--- src/rtl/rv_fetch_queue.sv ---
// rv_fetch_queue: RV32 instruction front-end.
// Issues sequential fetch requests to an instruction memory, buffers in-order
// responses in a DEPTH-entry queue and presents one instruction per cycle to ID.
// Handles branch redirect (flush + drop of in-flight responses) and stops on a
// sentinel instruction word.
//
// Ports:
//   clk, rst                  clock (rising edge), async active-high reset
//   req_valid/req_ready/req_addr   fetch request channel to imem
//   rsp_valid/rsp_data        in-order imem responses (latency >= 1)
//   issue_valid/issue_ready/issue_instr/issue_pc   head instruction to ID
//   br_taken/br_target        redirect strobe and target PC (bits [1:0] ignored)
//   exit                      sentinel reached the head; sticky until reset
//
// Optional feature: define RV_FETCH_STATS_EN to add saturating counters
//   stat_issued, stat_flushes, stat_stalls.
module rv_fetch_queue #(
  parameter int unsigned     XLEN      = 32,
  parameter int unsigned     ILEN      = 32,
  parameter int unsigned     DEPTH     = 4,
  parameter logic [XLEN-1:0] RESET_PC  = '0,
  parameter logic [ILEN-1:0] HALT_WORD = ILEN'(32'hAAAA_AAAA)
) (
  input  logic            clk,
  input  logic            rst,
  output logic            req_valid,
  input  logic            req_ready,
  output logic [XLEN-1:0] req_addr,
  input  logic            rsp_valid,
  input  logic [ILEN-1:0] rsp_data,
  output logic            issue_valid,
  input  logic            issue_ready,
  output logic [ILEN-1:0] issue_instr,
  output logic [XLEN-1:0] issue_pc,
  input  logic            br_taken,
  input  logic [XLEN-1:0] br_target,
  output logic            exit
`ifdef RV_FETCH_STATS_EN
  ,
  output logic [31:0]     stat_issued,
  output logic [15:0]     stat_flushes,
  output logic [31:0]     stat_stalls
`endif
);

  localparam int unsigned AW = $clog2(DEPTH);
  localparam int unsigned CW = AW + 1;
  localparam int unsigned SW = CW + 1;

  typedef enum logic [1:0] {S_IDLE, S_RUN, S_HALT} state_t;

  state_t          state;
  logic [ILEN-1:0] q_instr [DEPTH];
  logic [XLEN-1:0] q_pc    [DEPTH];
  logic [CW-1:0]   rd_ptr;
  logic [CW-1:0]   wr_ptr;
  logic [CW-1:0]   outstanding;
  logic [CW-1:0]   drop;
  logic [XLEN-1:0] fetch_pc;
  logic [XLEN-1:0] resp_pc;

  logic            run;
  logic            empty;
  logic            full;
  logic            head_halt;
  logic            redirect;
  logic            req_fire;
  logic            rsp_take;
  logic            push;
  logic            pop;
  logic [CW-1:0]   count;
  logic [SW-1:0]   inflight;
  logic [XLEN-1:0] target;

  // Queue status from the extra-MSB pointers
  assign count = wr_ptr - rd_ptr;
  assign empty = (wr_ptr == rd_ptr);
  assign full  = (wr_ptr[AW] != rd_ptr[AW]) && (wr_ptr[AW-1:0] == rd_ptr[AW-1:0]);

  assign run       = (state == S_RUN);
  assign head_halt = !empty && (q_instr[rd_ptr[AW-1:0]] == HALT_WORD);
  assign redirect  = run && br_taken;
  assign target    = br_target & ~XLEN'(3);

  // Credit: queued entries plus in-flight requests (stale ones included) never exceed DEPTH
  assign inflight  = SW'(count) + SW'(outstanding);
  assign req_valid = run && !redirect && (inflight < SW'(DEPTH));
  assign req_fire  = req_valid && req_ready;
  assign req_addr  = fetch_pc;

  // Responses without an outstanding request are ignored
  assign rsp_take  = rsp_valid && (outstanding != '0);
  assign push      = rsp_take && run && !redirect && (drop == '0);

  assign issue_valid = run && !empty && !head_halt;
  assign issue_instr = q_instr[rd_ptr[AW-1:0]];
  assign issue_pc    = q_pc[rd_ptr[AW-1:0]];
  assign pop         = issue_valid && issue_ready && !redirect;

  assign exit = (state == S_HALT);

  // Control state, pointers, PCs and queue storage
  always_ff @(posedge clk or posedge rst) begin
    if (rst) begin
      state       <= S_IDLE;
      rd_ptr      <= '0;
      wr_ptr      <= '0;
      outstanding <= '0;
      drop        <= '0;
      fetch_pc    <= RESET_PC;
      resp_pc     <= RESET_PC;
      for (int i = 0; i < int'(DEPTH); i++) begin
        q_instr[i] <= '0;
        q_pc[i]    <= '0;
      end
    end else begin
      outstanding <= outstanding + CW'(req_fire) - CW'(rsp_take);

      case (state)
        S_IDLE:  state <= S_RUN;
        S_RUN:   if (!redirect && head_halt) state <= S_HALT;
        S_HALT:  state <= S_HALT;
        default: state <= S_IDLE;
      endcase

      if (redirect) begin
        // Everything still in flight is stale; a response arriving now is discarded here
        rd_ptr   <= wr_ptr;
        fetch_pc <= target;
        resp_pc  <= target;
        drop     <= outstanding - CW'(rsp_take);
      end else begin
        if (req_fire) fetch_pc <= fetch_pc + XLEN'(4);
        if (rsp_take && (drop != '0)) drop <= drop - CW'(1);
        if (push) begin
          q_instr[wr_ptr[AW-1:0]] <= rsp_data;
          q_pc[wr_ptr[AW-1:0]]    <= resp_pc;
          wr_ptr                  <= wr_ptr + CW'(1);
          resp_pc                 <= resp_pc + XLEN'(4);
        end
        if (pop) rd_ptr <= rd_ptr + CW'(1);
      end
    end
  end

`ifdef RV_FETCH_STATS_EN
  // Saturating activity counters
  always_ff @(posedge clk or posedge rst) begin
    if (rst) begin
      stat_issued  <= '0;
      stat_flushes <= '0;
      stat_stalls  <= '0;
    end else begin
      if (pop && (stat_issued != '1))       stat_issued  <= stat_issued + 32'd1;
      if (redirect && (stat_flushes != '1)) stat_flushes <= stat_flushes + 16'd1;
      if (issue_valid && !issue_ready && (stat_stalls != '1))
        stat_stalls <= stat_stalls + 32'd1;
    end
  end
`endif

  // Protocol checks
  a_rsp_expected: assert property (@(posedge clk) disable iff (rst)
    rsp_valid |-> (outstanding != '0));
  a_no_overflow: assert property (@(posedge clk) disable iff (rst)
    push |-> !full);

endmodule

--- config.mk ---
export PLATFORM = sky130hd
export DESIGN_NAME = rv_fetch_queue
export DESIGN_NICKNAME = d
export VERILOG_FILES = /design/src/rtl/rv_fetch_queue.sv
export SDC_FILE = /design/constraint.sdc
export NUM_CORES = 1
export LEC_CHECK = 0
export ABC_AREA = 1
export CORE_MARGIN = 3
export CORE_UTILIZATION = 35
export DETAILED_ROUTE_END_ITERATION = 8
export GPL_TIMING_DRIVEN = 0
export PLACE_DENSITY = 0.64
export REMOVE_ABC_BUFFERS = 1
export SYNTH_ARGS = -nofsm -noshare
export SYNTH_HDL_FRONTEND = slang
export SYNTH_SLANG_ARGS = --single-unit
--- constraint.sdc ---
create_clock -name clk -period 10.95 [get_ports clk]
set_input_delay 1.095 -clock clk [delete_from_list [all_inputs] [get_ports clk]]
set_output_delay 1.095 -clock clk [all_outputs]
set_load 0.01 [all_outputs]
# == After elaboration in Yosys (flattened, before gate mapping) ==
# Index checks and enable logic that the tools add are counted.
# word_totals
reg_bits,334
input_bits,70
out_inout_bits,99
# op_classes
n_addsub,10
magnitude_cmp,4
eq_ne,5
mux,20
n_bitwise,3
n_reduce_logical,28
# op_table
cell,count
32-bit two-way mux,9
128-bit bitwise mux,2
32-bit binary-select mux with 2-bit select,2
32-bit by 3-bit adder with 32-bit output (second input constant),2
32-bit demux with 2-bit select,1
32-bit equality test (second input constant),1
1-bit logical AND,16
3-bit two-way mux,4
2-bit nonzero test,4
3-bit by 1-bit adder with 3-bit output (second input constant),2
3-bit greater-or-equal comparator (second input constant),2
2-bit inverter with 3-bit output,2
2-bit one-hot mux with 3 select lines,1
3-bit nonzero test,2
3-bit by 1-bit subtractor with 3-bit output,2
3-bit by 3-bit adder with 4-bit output,1
4-bit by 3-bit < comparator with 1-bit output (second input constant),1
3-bit by 1-bit adder with 3-bit output,1
3-bit equality test,1
1-bit logical NOT,3
3-bit logical NOT,1
3-bit by 1-bit < comparator with 1-bit output (second input constant),1
3-bit by 1-bit subtractor with 3-bit output (second input constant),1
3-bit subtractor,1
7 further kinds,7

# == Depth between registers and ports, before layout ==
# logic_depth
word_depth,12
depth_mapped,18

# == Worst setup path after synthesis ==
# Ideal clock, no wire load.
# synth_path
path_type,reg2reg
from,reg rd_ptr[1]
to,reg outstanding[2]
setup_time_ns,0.123
t_arrival_ns,3.254
slack_ns,7.574
stages_incl_launch_ff,17
period_less_slack_ns,3.376
cell_sequence,dfrtp_1 -> buf_6 -> inv_4 -> buf_2 -> clkbuf_1 -> fa_1 -> ha_1 -> nand2_1 -> o21ai_0 -> nor3_2 -> nand2_2 -> ha_1 -> inv_1 -> ha_1 -> inv_1 -> fa_1 -> xnor2_1
# synth_between
elab_chain_len,7
# synth_lines
element,line,rtl
"start, declared",55,logic [CW-1:0] rd_ptr;
"start signal, assigned",128,rd_ptr <= wr_ptr;
"start signal, assigned",141,if (pop) rd_ptr <= rd_ptr + CW'(1);
3-bit subtractor,76,assign count = wr_ptr - rd_ptr;
3-bit by 3-bit adder with 4-bit output,86,assign inflight = SW'(count) + SW'(outstanding);
4-bit by 3-bit < comparator with 1-bit output,87,assign req_valid = run && !redirect && (inflight < SW'(DEPTH));
1-bit logical AND,87,
via req_valid,26,"output logic req_valid,"
1-bit logical AND,88,assign req_fire = req_valid && req_ready;
3-bit by 1-bit adder with 3-bit output,117,outstanding <= outstanding + CW'(req_fire) - CW'(rsp_take);
3-bit by 1-bit subtractor with 3-bit output,117,
"end signal, assigned",117,
"end, declared",57,logic [CW-1:0] outstanding;
# The timed path passes the listed nets, and every way through them passes these cells.
# A chain may end at the register's enable or synchronous reset.

# == Worst setup path after layout ==
# layout_path
from,reg rd_ptr[0]
to,out issue_valid
# layout_between
elab_chain_len,8
# layout_lines
element,line,rtl
2-bit inverter with 3-bit output (not written as such),81,assign head_halt = !empty && (q_instr[rd_ptr[AW-1:0]] == HALT_WORD);
32-bit binary-select mux with 2-bit select,81,
32-bit two-way mux (not written as such) (2 in a row),81,
32-bit equality test,81,
1-bit logical AND,81,
1-bit logical NOT,95,assign issue_valid = run && !empty && !head_halt;
1-bit logical AND *,95,
"end, declared",31,"output logic issue_valid,"
# Mark *: on every way between the ends. The rest lies on a longest branch, timed or not. The select of a mux whose other input is x is not followed.

==> impl_results.html <==
<table>
<tr><th>Metric</th><th>Value</th></tr>
<tr><th colspan="2">Route</th></tr>
<tr><td>Total DRC errors in the routed layout</td><td>0</td></tr>
<tr><td>Count of vias placed by the detailed router</td><td>14,100</td></tr>
<tr><td>Final antenna-violating net count</td><td>0</td></tr>
<tr><td>Number of search-and-repair iterations in the first detailed-routing pass</td><td>5</td></tr>
<tr><td>Routed wire length per instance</td><td>16.3 um</td></tr>
<tr><td>First-iteration detailed-routing DRC count</td><td>1,372</td></tr>
<tr><td>Sum of routed wire length over all layers</td><td>45,000 um</td></tr>
<tr><td>Routed vias/inst</td><td>5.12</td></tr>
<tr><th colspan="2">Clocking</th></tr>
<tr><td>TritonCTS Sinks</td><td>322</td></tr>
<tr><td>Buffers inserted during post-CTS setup optimization</td><td>0</td></tr>
<tr><td>Hold buffer count at cts</td><td>0</td></tr>
<tr><td>Number of buffers inserted during clock tree synthesis</td><td>37</td></tr>
<tr><td>CTS tree</td><td>done</td></tr>
<tr><td>Worst-path clk slew</td><td>0.06 ns</td></tr>
<tr><td>Post-cts resize count</td><td>0</td></tr>
<tr><td>Clock tree root driver cell</td><td>clkbuf_16</td></tr>
<tr><td>Maximum root-to-sink buffer count</td><td>3</td></tr>
<tr><td>Clock latency at the later pin of the worst-skew pair</td><td>0.54 ns</td></tr>
<tr><td># H-tree levels</td><td>2</td></tr>
<tr><th colspan="2">Layout</th></tr>
<tr><td>Most used cells in the layout excluding fill and tap cells</td><td>nand2_1, dfrtp_1, o21ai_0</td></tr>
<tr><td>Relative area change from synthesis to final layout</td><td>19.6%</td></tr>
<tr><td>Finished Cell Area</td><td>19,400 um2</td></tr>
<tr><td>Share of cells above drive strength 1</td><td>0.0509</td></tr>
<tr><td>Number of antenna cells inserted</td><td>0</td></tr>
<tr><td>Most common library cell in the layout ignoring fill and taps</td><td>nand2_1</td></tr>
<tr><td>Nets@finish</td><td>2,233</td></tr>
<tr><th colspan="2">Logic synthesis</th></tr>
<tr><td>Mean instance size in the synthesized netlist</td><td>7.92 um2</td></tr>
<tr><td>Sequential area share after synthesis</td><td>0.497</td></tr>
<tr><td>Synth warn</td><td>0</td></tr>
<tr><td>Post-synth top area share</td><td>0.497</td></tr>
<tr><td>Largest area contributor in the netlist</td><td>dfrtp_1</td></tr>
<tr><td>Cell area after synthesis</td><td>16,200 um2</td></tr>
<tr><td>Number of instances in the synthesized netlist</td><td>2,048</td></tr>
<tr><td>Share of synthesized flip-flops with an asynchronous set or reset</td><td>1.00</td></tr>
<tr><td>Number of synthesized register bits</td><td>322</td></tr>
<tr><td>Number of flops mapped to enable cells by yosys</td><td>0</td></tr>
<tr><td>Count of cell types in the netlist</td><td>45</td></tr>
<tr><td>Cell types with the largest area share after synthesis</td><td>dfrtp_1, nand2_1, o21ai_0, inv_1, nor2_1</td></tr>
<tr><td>Flip-flop cell with the highest count after synthesis</td><td>dfrtp_1</td></tr>
<tr><th colspan="2">Floorplan</th></tr>
<tr><td>Effective utilization at floorplan</td><td>0.356</td></tr>
<tr><td>Top-Level Pins</td><td>169</td></tr>
<tr><td>Site Rows</td><td>78</td></tr>
<tr><td>Height of the die</td><td>221 um</td></tr>
<tr><td>Die ar.</td><td>49,000 um2</td></tr>
<tr><td>Die span in x</td><td>221 um</td></tr>
<tr><td>Core Area</td><td>45,600 um2</td></tr>
<tr><th colspan="2">Run status</th></tr>
<tr><td>Run status</td><td>finished, final reports clean</td></tr>
<tr><th colspan="2">Timing</th></tr>
<tr><td>Final worst-path cycle share</td><td>0.489</td></tr>
<tr><td>Slew Viols, Final</td><td>0</td></tr>
<tr><td>Total of endpoints with negative setup slack in the final report</td><td>0</td></tr>
<tr><td>Minimum setup slack in the final design</td><td>5.60 ns</td></tr>
<tr><td>Post-route worst hold slack</td><td>0.481 ns</td></tr>
<tr><td>Setup repair after global routing missed its margin</td><td>no</td></tr>
<tr><td>Achievable clock frequency</td><td>187 MHz</td></tr>
<tr><td>Final setup skew</td><td>0.0142 ns</td></tr>
<tr><td>Worst-Margin Slew</td><td>1.03 ns</td></tr>
<tr><td>Final hold violation count</td><td>0</td></tr>
<tr><td>Min Tclk post-route</td><td>5.35 ns</td></tr>
<tr><td>Slew margin rel.</td><td>0.316</td></tr>
<tr><th colspan="2">Pwr</th></tr>
<tr><td>Power per Cell Area</td><td>284 nW/um2</td></tr>
<tr><td>Part of the total power dissipated in the clock network</td><td>0.234</td></tr>
<tr><td>Internal</td><td>3.40 mW</td></tr>
<tr><td>Leak Pwr</td><td>8.99 nW</td></tr>
<tr><td>Peak supply drop</td><td>124 uV</td></tr>
<tr><td>Switching power</td><td>2.10 mW</td></tr>
<tr><td>Part of the power in combinational logic</td><td>0.397</td></tr>
<tr><td>Reg power frac</td><td>0.369</td></tr>
<tr><td>Sw Share</td><td>0.382</td></tr>
<tr><td>Total Power</td><td>5.50 mW</td></tr>
<tr><th colspan="2">Critical path</th></tr>
<tr><td>Delay of the slowest cell on the worst path</td><td>0.80 ns</td></tr>
<tr><td>Sequence of cells on the critical path</td><td>buf_16 &gt; inv_6 &gt; nand2_1 &gt; nand3_1 &gt; nand2_1 &gt; inv_1 &gt; nand4_1 &gt; nor2_1 &gt; nand3_1 &gt; nand2_1 &gt; inv_1 &gt; clkdlybuf4s50_1</td></tr>
<tr><td>Most numerous cell on the critical path</td><td>nand2_1</td></tr>
<tr><td>Slowest cell on the critical path</td><td>dfrtp_4</td></tr>
<tr><td>Register-to-register setup slack</td><td>6.28 ns</td></tr>
<tr><td>Critical path launch point type</td><td>flop</td></tr>
<tr><td>CP endpoint kind</td><td>output pin</td></tr>
<tr><td>Maximum fanout along the worst path</td><td>124</td></tr>
<tr><td>Type of the worst setup path</td><td>reg -&gt; out</td></tr>
<tr><td>Critical path required time</td><td>9.86 ns</td></tr>
<tr><td>Crit path DAT</td><td>4.26 ns</td></tr>
<tr><th colspan="2">Worst hold path</th></tr>
<tr><td>Classification of the worst-slack hold path</td><td>reg -&gt; reg</td></tr>
<tr><th colspan="2">Place</th></tr>
<tr><td>DPL Wire Length</td><td>27,700 um</td></tr>
<tr><td>Placed cell area</td><td>18,100 um2</td></tr>
<tr><td>RePlAce Congestion</td><td>0.920</td></tr>
<tr><td>Count of port buffers added during placement</td><td>162</td></tr>
<tr><td>Minimum setup slack after placement</td><td>5.70 ns</td></tr>
<tr><th colspan="2">Global route</th></tr>
<tr><td>Maximum number of pins on one net before global-route repair</td><td>126</td></tr>
<tr><td>Wire length of the first global-routing pass</td><td>72,400 um</td></tr>
<tr><td>Overflow left after global routing</td><td>0</td></tr>
<tr><td>Initial antenna violation count</td><td>0</td></tr>
<tr><td>Vias in the first global route</td><td>13,500</td></tr>
<tr><td>Overall Global Routing Usage</td><td>0.180</td></tr>
<tr><th colspan="2">Run</th></tr>
<tr><td>Max-Cap Viols</td><td>0</td></tr>
</table>
## cell families (layout without fill, tap and decap cells)
family | count (synthesis) | after routing | synth area share
flops | 322 | 322 | 0.497
fa+ha+maj | 22 | 22 | 0.0179
xor+xnor | 20 | 20 | 0.0108
compound gates | 461 | 461 | 0.151
buf+inv | 303 | 413 | 0.0843
other cells | 1 | 4 | 0.000231
simple gates | 919 | 919 | 0.239
## stage by stage
stage / util / instances / setup TNS (ns)
2_1_floorplan: - / 1934 / 0
4_1_cts: 0.425 / 2761 / 0
3_5_place_dp: 0.398 / 2702 / 0
6_report: 0.426 / 2761 / 0
5_1_grt: 0.426 / 2761 / 0
3_3_place_gp: 0.394 / 2696 / -929.46
## routing by layer
layer / wire, um / share of wire / up-vias / GRT usage
met3: 3240 / 0.072 / 82 / 0.0405
met1: 20200 / 0.45 / 6694 / 0.245
met2: 20600 / 0.46 / 518 / 0.292
met4: 963 / 0.021 / 0 / 0.0438
met5: 0 / 0 / - / 0
li1: - / - / 6850 / -
## synthesized netlist by cell type (3+ instances only)
| cell type | number |
|---|---|
| buf_2 | 37 |
| buf_4 | 9 |
| nand2_4 | 3 |
| nor2_1 | 150 |
| nor2_4 | 6 |
| o21ai_1 | 66 |
| a22oi_1 | 11 |
| inv_2 | 4 |
| o31ai_1 | 6 |
| buf_6 | 19 |
| nand3_2 | 3 |
| buf_1 | 6 |
| nand3_1 | 107 |
| a21oi_1 | 26 |
| xor2_1 | 16 |
| nor3_1 | 17 |
| nor2_2 | 9 |
| nand2_2 | 8 |
| clkbuf_1 | 46 |
| nand4_1 | 24 |
| a31oi_1 | 24 |
| dfrtp_1 | 322 |
| inv_4 | 3 |
| nand2_1 | 578 |
| o211ai_1 | 3 |
| xnor2_1 | 4 |
| inv_1 | 179 |
| nor4_1 | 3 |
| o22ai_1 | 30 |
| ha_1 | 20 |
| o21ai_0 | 290 |
## state kept, by name, summed over array words and instances, names as in the netlist
register     count
state            2
rd_ptr           3
req_addr        30
resp_pc         30
wr_ptr           3
outstanding      3
drop             3
q_pc           120
q_instr        128
## worst paths after layout
check / start / to / cells after the start
setup / recovery: rd_ptr[0] / issue_valid / 12
hold / removal: q_instr[118] / q_instr[118] / 2
setup reg to reg: rd_ptr[1] / req_addr[20] / 12
hold reg to reg: q_instr[118] / q_instr[118] / 2
max in group asynchronous: rst / rd_ptr[1] / 4
min in group asynchronous: rst / q_instr[119] / 2
## power by group through the flow
stage | logic (mW) | registers [mW] | clock network [mW]
global route | 2.46 | 2.10 | 1.37
CTS | 2.22 | 2.03 | 1.32
floorplan | 1.27 | 1.96 | 0
finish | 2.18 | 2.03 | 1.29
detailed placement | 2.21 | 2.04 | 0
global placement | 2.14 | 2.06 | 0
## worst max-delay path, delay by kind of cell (launching register included)
kind                   cells  cell delay [ns]
AND/OR/NAND/NOR            7             1.16
buffers and inverters      5             1.71
flip-flops                 1             0.80
## cell type report
cell class | instances | area, um2
Timing Repair Buffer | 168 | 1780
Fill cell | 4514 | 26200
Clock inverter | 11 | 211
Multi-Input combinational cell | 1426 | 6830
Clock buffer | 48 | 1040
Tap cell | 600 | 751
Inverter | 186 | 716
Sequential cell | 322 | 8070
No activity file was read; power rests on OpenSTA's default activity.
